`config.mk`:
```
export PLATFORM = sky130hd
export DESIGN_NAME = flash_sample_streamer
export DESIGN_NICKNAME = d
export VERILOG_FILES = /design/src/rtl/flash_sample_streamer.sv
export SDC_FILE = /design/constraint.sdc
export NUM_CORES = 1
export LEC_CHECK = 0
export ABC_CLOCK_PERIOD_IN_PS = 5000
export CAP_MARGIN = 20
export CORE_MARGIN = 2
export CORE_UTILIZATION = 35
export DETAILED_ROUTE_END_ITERATION = 7
export PLACE_DENSITY = 0.6
export SYNTH_ARGS = -nofsm -noshare
export SYNTH_HDL_FRONTEND = slang
export SYNTH_SLANG_ARGS = --single-unit
```
`constraint.sdc`:
```
create_clock -name fetch_clock -period 5 [get_ports fetch_clock]
set_input_delay 0.5 -clock fetch_clock [delete_from_list [all_inputs] [get_ports fetch_clock]]
set_output_delay 0.5 -clock fetch_clock [all_outputs]
set_load 0.1 [all_outputs]
```
`src/rtl/flash_sample_streamer.sv`:
```
// Flash-backed audio sample streamer: prefetches clip words over
// Avalon-MM and hands out one sample per consumer tick.
module flash_sample_streamer #(
   parameter int ADDR_W     = 23,
   parameter int DATA_W     = 32,
   parameter int SAMPLE_W   = 8,
   parameter int BASE       = 0,
   parameter int MAX_OFFSET = 16'h7FFF
) (
   input  logic                fetch_clock,
   input  logic                reset,
   input  logic                play,
   input  logic                reverse,
   input  logic                loop,
   input  logic                sample_tick,
   input  logic                flash_mem_waitrequest,
   input  logic [DATA_W-1:0]   flash_mem_readdata,
   input  logic                flash_mem_readdatavalid,
   output logic                flash_mem_read,
   output logic [ADDR_W-1:0]   flash_mem_address,
   output logic [SAMPLE_W-1:0] audio_out,
   output logic                audio_valid,
   output logic                done,
   output logic                underrun
);
   localparam int LANES  = DATA_W / SAMPLE_W;
   localparam int LANE_W = (LANES > 1) ? $clog2(LANES) : 1;
   localparam logic [ADDR_W-1:0] CLIP_FIRST = ADDR_W'(BASE);
   localparam logic [ADDR_W-1:0] CLIP_LAST  = ADDR_W'(BASE + MAX_OFFSET);
   localparam logic [LANE_W-1:0] LANE_TOP   = LANE_W'(LANES - 1);

   typedef enum logic {IDLE, RUN} play_state_t;
   typedef enum logic [1:0] {B_IDLE, B_REQ, B_WAIT} bus_state_t;

   play_state_t play_state, play_next;
   bus_state_t  bus_state, bus_next;

   logic              play_q, dir, stale, fetch_stop;
   logic [ADDR_W-1:0] fetch_addr;
   logic [DATA_W-1:0] cur_data, pre_data, lane_word;
   logic              cur_valid, pre_valid, cur_last, pre_last;
   logic [LANE_W-1:0] lane, lane_first;

   logic start, leave, issue, returned, load;
   logic consume, lane_end, finish, tick_miss, fetch_at_end;

   assign flash_mem_read = (bus_state == B_REQ);
   assign lane_word      = cur_data >> (int'(lane) * SAMPLE_W);
   assign lane_first     = dir ? LANE_TOP : '0;
   assign lane_end       = dir ? (lane == '0) : (lane == LANE_TOP);
   assign fetch_at_end   = dir ? (fetch_addr == CLIP_FIRST)
                               : (fetch_addr == CLIP_LAST);
   assign returned       = (bus_state == B_WAIT) && flash_mem_readdatavalid;

   always_comb begin
      play_next = play_state;
      bus_next  = bus_state;
      start     = 1'b0;
      leave     = 1'b0;
      issue     = 1'b0;
      consume   = 1'b0;
      finish    = 1'b0;
      tick_miss = 1'b0;
      unique case (play_state)
         IDLE: if (play && !play_q) begin
            start     = 1'b1;
            play_next = RUN;
         end
         RUN: if (!play) begin
            leave     = 1'b1;
            play_next = IDLE;
         end else if (sample_tick) begin
            if (cur_valid) begin
               consume = 1'b1;
               if (lane_end && cur_last && !loop) begin
                  finish    = 1'b1;
                  leave     = 1'b1;
                  play_next = IDLE;
               end
            end else begin
               tick_miss = 1'b1;
            end
         end
         default: play_next = IDLE;
      endcase
      // data landing after a stop or restart belongs to a dead session
      load = returned && (play_state == RUN) && !stale && !leave;
      unique case (bus_state)
         B_IDLE: if ((play_state == RUN) && !leave && !stale &&
                     (!cur_valid || !pre_valid) &&
                     (!fetch_stop || loop)) begin
            issue    = 1'b1;
            bus_next = B_REQ;
         end
         B_REQ:   if (!flash_mem_waitrequest) bus_next = B_WAIT;
         B_WAIT:  if (flash_mem_readdatavalid) bus_next = B_IDLE;
         default: bus_next = B_IDLE;
      endcase
   end

   always_ff @(posedge fetch_clock) begin
      if (reset) begin
         play_state        <= IDLE;
         bus_state         <= B_IDLE;
         play_q            <= 1'b0;
         dir               <= 1'b0;
         stale             <= 1'b0;
         fetch_stop        <= 1'b0;
         fetch_addr        <= CLIP_FIRST;
         flash_mem_address <= CLIP_FIRST;
         cur_data          <= '0;
         pre_data          <= '0;
         cur_valid         <= 1'b0;
         pre_valid         <= 1'b0;
         cur_last          <= 1'b0;
         pre_last          <= 1'b0;
         lane              <= '0;
         audio_out         <= '0;
         audio_valid       <= 1'b0;
         done              <= 1'b0;
         underrun          <= 1'b0;
      end else begin
         play_state  <= play_next;
         bus_state   <= bus_next;
         play_q      <= play;
         audio_valid <= 1'b0;
         done        <= finish;
         underrun    <= tick_miss;
         if (returned) stale <= 1'b0;
         if ((start || leave) && bus_state != B_IDLE && !returned)
            stale <= 1'b1;
         if (issue) flash_mem_address <= fetch_addr;
         if (start) begin
            dir        <= reverse;
            fetch_addr <= reverse ? CLIP_LAST : CLIP_FIRST;
            fetch_stop <= 1'b0;
            cur_valid  <= 1'b0;
            pre_valid  <= 1'b0;
         end
         if (consume) begin
            audio_out   <= lane_word[SAMPLE_W-1:0];
            audio_valid <= 1'b1;
            if (lane_end) begin
               cur_data  <= pre_data;
               cur_valid <= pre_valid;
               cur_last  <= pre_last;
               pre_valid <= 1'b0;
               lane      <= lane_first;
            end else begin
               lane <= dir ? lane - 1'b1 : lane + 1'b1;
            end
         end
         if (load) begin
            if (!cur_valid || (consume && lane_end && !pre_valid)) begin
               cur_data  <= flash_mem_readdata;
               cur_valid <= 1'b1;
               cur_last  <= fetch_at_end;
               lane      <= lane_first;
            end else begin
               pre_data  <= flash_mem_readdata;
               pre_valid <= 1'b1;
               pre_last  <= fetch_at_end;
            end
            if (fetch_at_end) begin
               fetch_addr <= dir ? CLIP_LAST : CLIP_FIRST;
               fetch_stop <= !loop;
            end else begin
               fetch_addr <= dir ? fetch_addr - 1'b1 : fetch_addr + 1'b1;
               fetch_stop <= 1'b0;
            end
         end
         if (leave) begin
            cur_valid <= 1'b0;
            pre_valid <= 1'b0;
         end
      end
   end
endmodule
```
## After elaboration in Yosys (flattened, before gate mapping)

Index checks and enable logic that the tools add are counted.
Widths: inputs -> output; s select.

| word-level totals | value |
|---|---|
| logic and storage cells | 134 |
| output and inout bits | 35 |
| bits in registers | 134 |
| bits of input ports | 40 |

| cells by class | value |
|---|---|
| reductions and logical operators | 38 |
| mux-type cells | 61 |
| bitwise gates (word level) | 4 |
| shift operators | 1 |
| equal/unequal tests | 7 |
| $add $sub $neg | 4 |

Operators by type and width:

| kind | number |
|---|---|
| $mux 32 | 4 |
| $mux 23 | 4 |
| $mux 1 | 40 |
| $shr 32x5->8 | 1 |
| $mux 15 | 2 |
| $add 23x1->23 const B | 1 |
| $eq 23x15->1 const B | 1 |
| $logic_not 23->1 | 1 |
| $sub 23x1->23 const B | 1 |
| $mux 2 | 9 |
| $logic_and 1x1->1 | 15 |
| $logic_not 1->1 | 8 |
| $ne 2x2->1 const B | 3 |
| $pmux 2 s3 | 1 |
| $reduce_bool 2->1 | 3 |
| $eq 2x2->1 const B | 2 |
| $logic_not 2->1 | 2 |
| $logic_or 1x1->1 | 4 |
| $not 1->1 | 4 |
| $reduce_or 4->1 | 1 |
| $reduce_and 3->1 | 1 |
| $reduce_or 3->1 | 1 |
| $add 2x1->2 const B | 1 |
| $eq 2x1->1 const B | 1 |
| 4 further kinds | 4 |

## Longest topological paths before layout

| logic depth | value |
|---|---|
| word-level depth | 16 |
| depth in mapped cells | 11 |

## Worst setup path before layout

OpenSTA, ideal clock, no wires.

| timing path | value |
|---|---|
| kind | register -> register |
| from | reg dir |
| to | reg fetch_addr[12] |
| cell stages (with the launch flop) | 9 |
| path slack | 2.259 ns |
| data arrival time | 2.667 ns |
| library setup time | 0.074 ns |
| cells stage by stage | dfxtp_1 and3b_4 o21a_1 or4_4 buf_6 nor2_4 buf_6 or4b_1 a31oi_1 |

| between the ends | value |
|---|---|
| cells in the longest elaborated chain, start to end | 11 |
| elaborated cells on any way between the ends | 16 |

Ends and longest elaborated chain:

| what | line | text |
|---|---|---|
| from (decl) | 38 | `logic play_q, dir, stale, fetch_stop;` |
| from (signal assigned) | 134 | `dir <= reverse;` |
| $mux 1 | 50 | `assign lane_end = dir ? (lane == '0) : (lane == LANE_TOP);` |
| $logic_and 1x1->1 (2 in series) | 75 | `if (lane_end && cur_last && !loop) begin` |
| $mux 1 | 75 |  |
| $mux 1 | 73 | `if (cur_valid) begin` |
| $mux 1 | - |  |
| $mux 1 | 69 | `RUN: if (!play) begin` |
| $mux 1 | 64 | `unique case (play_state)` |
| $logic_not 1->1 | 87 | `load = returned && (play_state == RUN) && !stale && !leave;` |
| $logic_and 1x1->1 | 87 |  |
| $mux 23 / $reduce_bool 2->1 (equally long branches) | - |  |
| to (signal assigned) | 135 | `fetch_addr <= reverse ? CLIP_LAST : CLIP_FIRST;` |
| to (signal assigned) | 165 | `fetch_addr <= dir ? CLIP_LAST : CLIP_FIRST;` |
| to (signal assigned) | 168 | `fetch_addr <= dir ? fetch_addr - 1'b1 : fetch_addr + 1'b1;` |
| to (decl) | 39 | `logic [ADDR_W-1:0] fetch_addr;` |

Several ways; a longest one is shown, not always the timed one.
A chain may end at the register's enable or synchronous reset.

## Worst setup path in the final report

| timing path | value |
|---|---|
| from | reg dir |
| to | reg fetch_addr[22] |

The elaborated chain is that of the path after synthesis.

==> summary.txt <==
Global route
  – GR Util All Layers: 16.9%
  – Gr ovfl total: 0
  – Initial antenna violation count: 0
  – First-pass GRT wire length: 26900 µm
  – Largest net degree at the start of global routing: 99
  – Number of global-route vias before repair: 5247

Pwr
  – Total power: 2.58 mW
  – Comb power frac: 7.7%
  – Clock network power share: 49.5%
  – Sequential Power Share: 42.8%
  – Net Switching: 0.627 mW
  – P_int: 1.96 mW
  – Pwr per Cell Area: 322 nW/µm²
  – Switch share: 24.3%
  – Peak supply drop: 226 µV
  – Leak: 3.07 nW

Worst setup path
  – Worst Path Class, Setup: register to register
  – R2R Path Start: dir
  – Required @ worst endpoint: 5340 ps
  – Crit path launch: dir
  – Setup crit end kind: register
  – Startpoint types: register
  – CP arrival: 3830 ps
  – Worst-path fanout max: 22

Logic synthesis
  – Synth Net Count: 817
  – Yosys cell types: 66
  – Sequential cell area fraction in the yosys report: 41.2%
  – Syn avg cell area: 8.62 µm²
  – Asr flop ratio synth: 0%
  – Cell Area, Synth: 6510 µm²
  – Synthesized instance count: 755
  – Main synth FF type: dfxtp_1
  – Number of enable flip-flop cells after synthesis: 0
  – Synth Register Bits: 134
  – Synth warn: 0

Routing
  – Initial DRC Count: 367
  – Antenna viol nets, final: 0
  – Initial DRT Pass Iterations: 4
  – Residual DRC count: 0
  – Drt via density: 5.23
  – Routed Wire Length: 16400 µm
  – Routed via count: 5508
  – DR WL/cell: 15.6 µm

Timing
  – Final Hold Vio Count: 0
  – Fmax: 286 MHz
  – PnR worst setup slack: 1510 ps
  – Setup Skew: 11.7 ps
  – Final period util: 69.8%
  – Slew @ Worst Pin: 1070 ps
  – Fin. max-slew vios: 0
  – Final setup fails: 0
  – RSZ-0062 raised after global routing: no
  – WHS: 442 ps
  – Setup_tns: 0 ps
  – Slew headroom: 28.8%
  – Post-layout minimum cycle time: 3490 ps

Final layout
  – Final non-filler cell total: 1054
  – Most frequent cells in the layout: dfxtp_1, nand2_1, nor2_1, a21oi_1, clkdlybuf4s50_1
  – Util after Layout: 44.4%
  – Nets@finish: 874
  – Area of the multi-input gates: 3620 µm²
  – Most common cell after layout, fill and taps aside: dfxtp_1
  – Seq. cell area: 2680 µm²
  – Diode count: 0
  – Syn-to-layout area delta: 23.3%
  – Share of cells above drive strength 1: 7.88%
  – Number of fill cells: 1759
  – Design Area, Final: 8030 µm²

Clocking
  – Clock Sinks: 134
  – Clock tree buffer depth: 2
  – CTS H-tree depth: 4
  – Worst skew pair latency: 420 ps
  – Post_cts resized: 0
  – CTS tree: done
  – CTS hold repair buffers: 0
  – Num CTS Buffers: 17
  – CTS clk-pin slew, worst paths: 60 ps
  – # Post-CTS Setup Buffers: 0
  – Clock root buffer: clkbuf_16

Floorplan
  – Initial Utilization: 36.0%
  – Num ports: 75
  – Die Area: 19700 µm²
  – DIE WIDTH: 140 µm
  – Core Box Area: 18100 µm²
  – Die height: 140 µm
  – FP Rows: 49

Placement
  – Routability cong.: 0.842
  – Area post-placement: 7420 µm²
  – Dpl hpwl: 11200 µm
  – Placed cell count: 1022
  – IO buf count: 74
  – Post-Place Worst Slack: 1350 ps

Run status
  – Status: completed

Min path
  – Worst Hold Launch: reset
  – Hold Crit Class: primary input to register

Job
  – Max cap viols: 0
==> area by class of cell <==
class | count | area share, %
clock buffers | 19 | 5.39
inverters | 6 | 0.281
well taps | 229 | 3.57
multi-input cells | 570 | 45.2
clock inverters | 13 | 2.12
repair buffers | 83 | 10.0
flip-flops and latches | 134 | 33.4
==> power groups by stage <==
stage	registers [mW]	clock network (mW)	logic, mW
floorplan	1.13	0	0.114
global placement	1.13	0	0.197
detailed placement	1.13	0	0.197
CTS	1.10	1.31	0.198
global route	1.11	1.35	0.218
finish	1.10	1.28	0.198
==> registers in the layout (all words and copies together), names as in the netlist, 2 cells and up <==
signal             flops
audio_out              8
bus_state              2
cur_data              32
fetch_addr            23
flash_mem_address     23
lane                   2
pre_data              32
==> logic make-up after synthesis <==
| family | synth area share, % |
|---|---|
| adder cells (fa/ha/maj) | 4.34 |
| multiplexers | 11.7 |
| XOR/XNOR | 2.02 |
| flip-flops | 41.2 |
| buffers and inverters | 3.48 |
| AND/OR/NAND/NOR | 19.0 |
| AO/OA/AOI/OAI | 18.3 |
==> layer usage <==
metal  global-route usage, %  part of all wire [%]
met1                    23.7                    51
met5                       0                     0
met4                    5.74                   1.4
met2                    25.5                    43
met3                    3.73                   4.5
==> final timing paths <==
path                     to  slack, ps  cells after the start
max          fetch_addr[22]       1510                      7
min              fetch_stop        440                      2
max reg2reg  fetch_addr[22]       1510                      7
min reg2reg    audio_out[7]        450                      2
==> worst max-delay path, stage by stage (launching register included) <==
cell and delay, ps:
dfxtp_1 910, and3b_4 320, o21a_1 220, or4_4 580
nor2_4 300, nand2_1 380, or4b_1 620, o211ai_1 90
==> cell usage after synthesis (all sizes together) (2+ instances only) <==
library cell / count / area (µm²)
a21o: 8 / 60.1
nor3b: 4 / 30.0
or4b: 2 / 20.0
a31oi: 4 / 25.0
o21ai: 27 / 135
or4: 2 / 18.8
mux2i: 56 / 561
inv: 6 / 22.5
nor3: 12 / 60.1
nor2b: 6 / 37.5
o21a: 4 / 30.0
mux4: 8 / 180
nand3: 9 / 45.0
o211ai: 2 / 15.0
nor2: 91 / 349
o21bai: 2 / 15.0
nand3b: 3 / 22.5
a21oi: 77 / 389
dfxtp: 134 / 2680
buf: 14 / 87.6
xnor2: 9 / 78.8
mux2: 2 / 22.5
a211oi: 40 / 300
a41oi: 3 / 26.3
nor4: 7 / 50.1
nand2b: 3 / 18.8
clkbuf: 31 / 116
nand2: 123 / 462
o2111ai: 2 / 17.5
nand4: 5 / 31.3
xor2: 6 / 52.6
a311oi: 2 / 17.5
or2: 2 / 12.5
ha: 21 / 263
a21bo: 2 / 20.0
o22ai: 3 / 18.8
(Power assumes the default switching activity.)
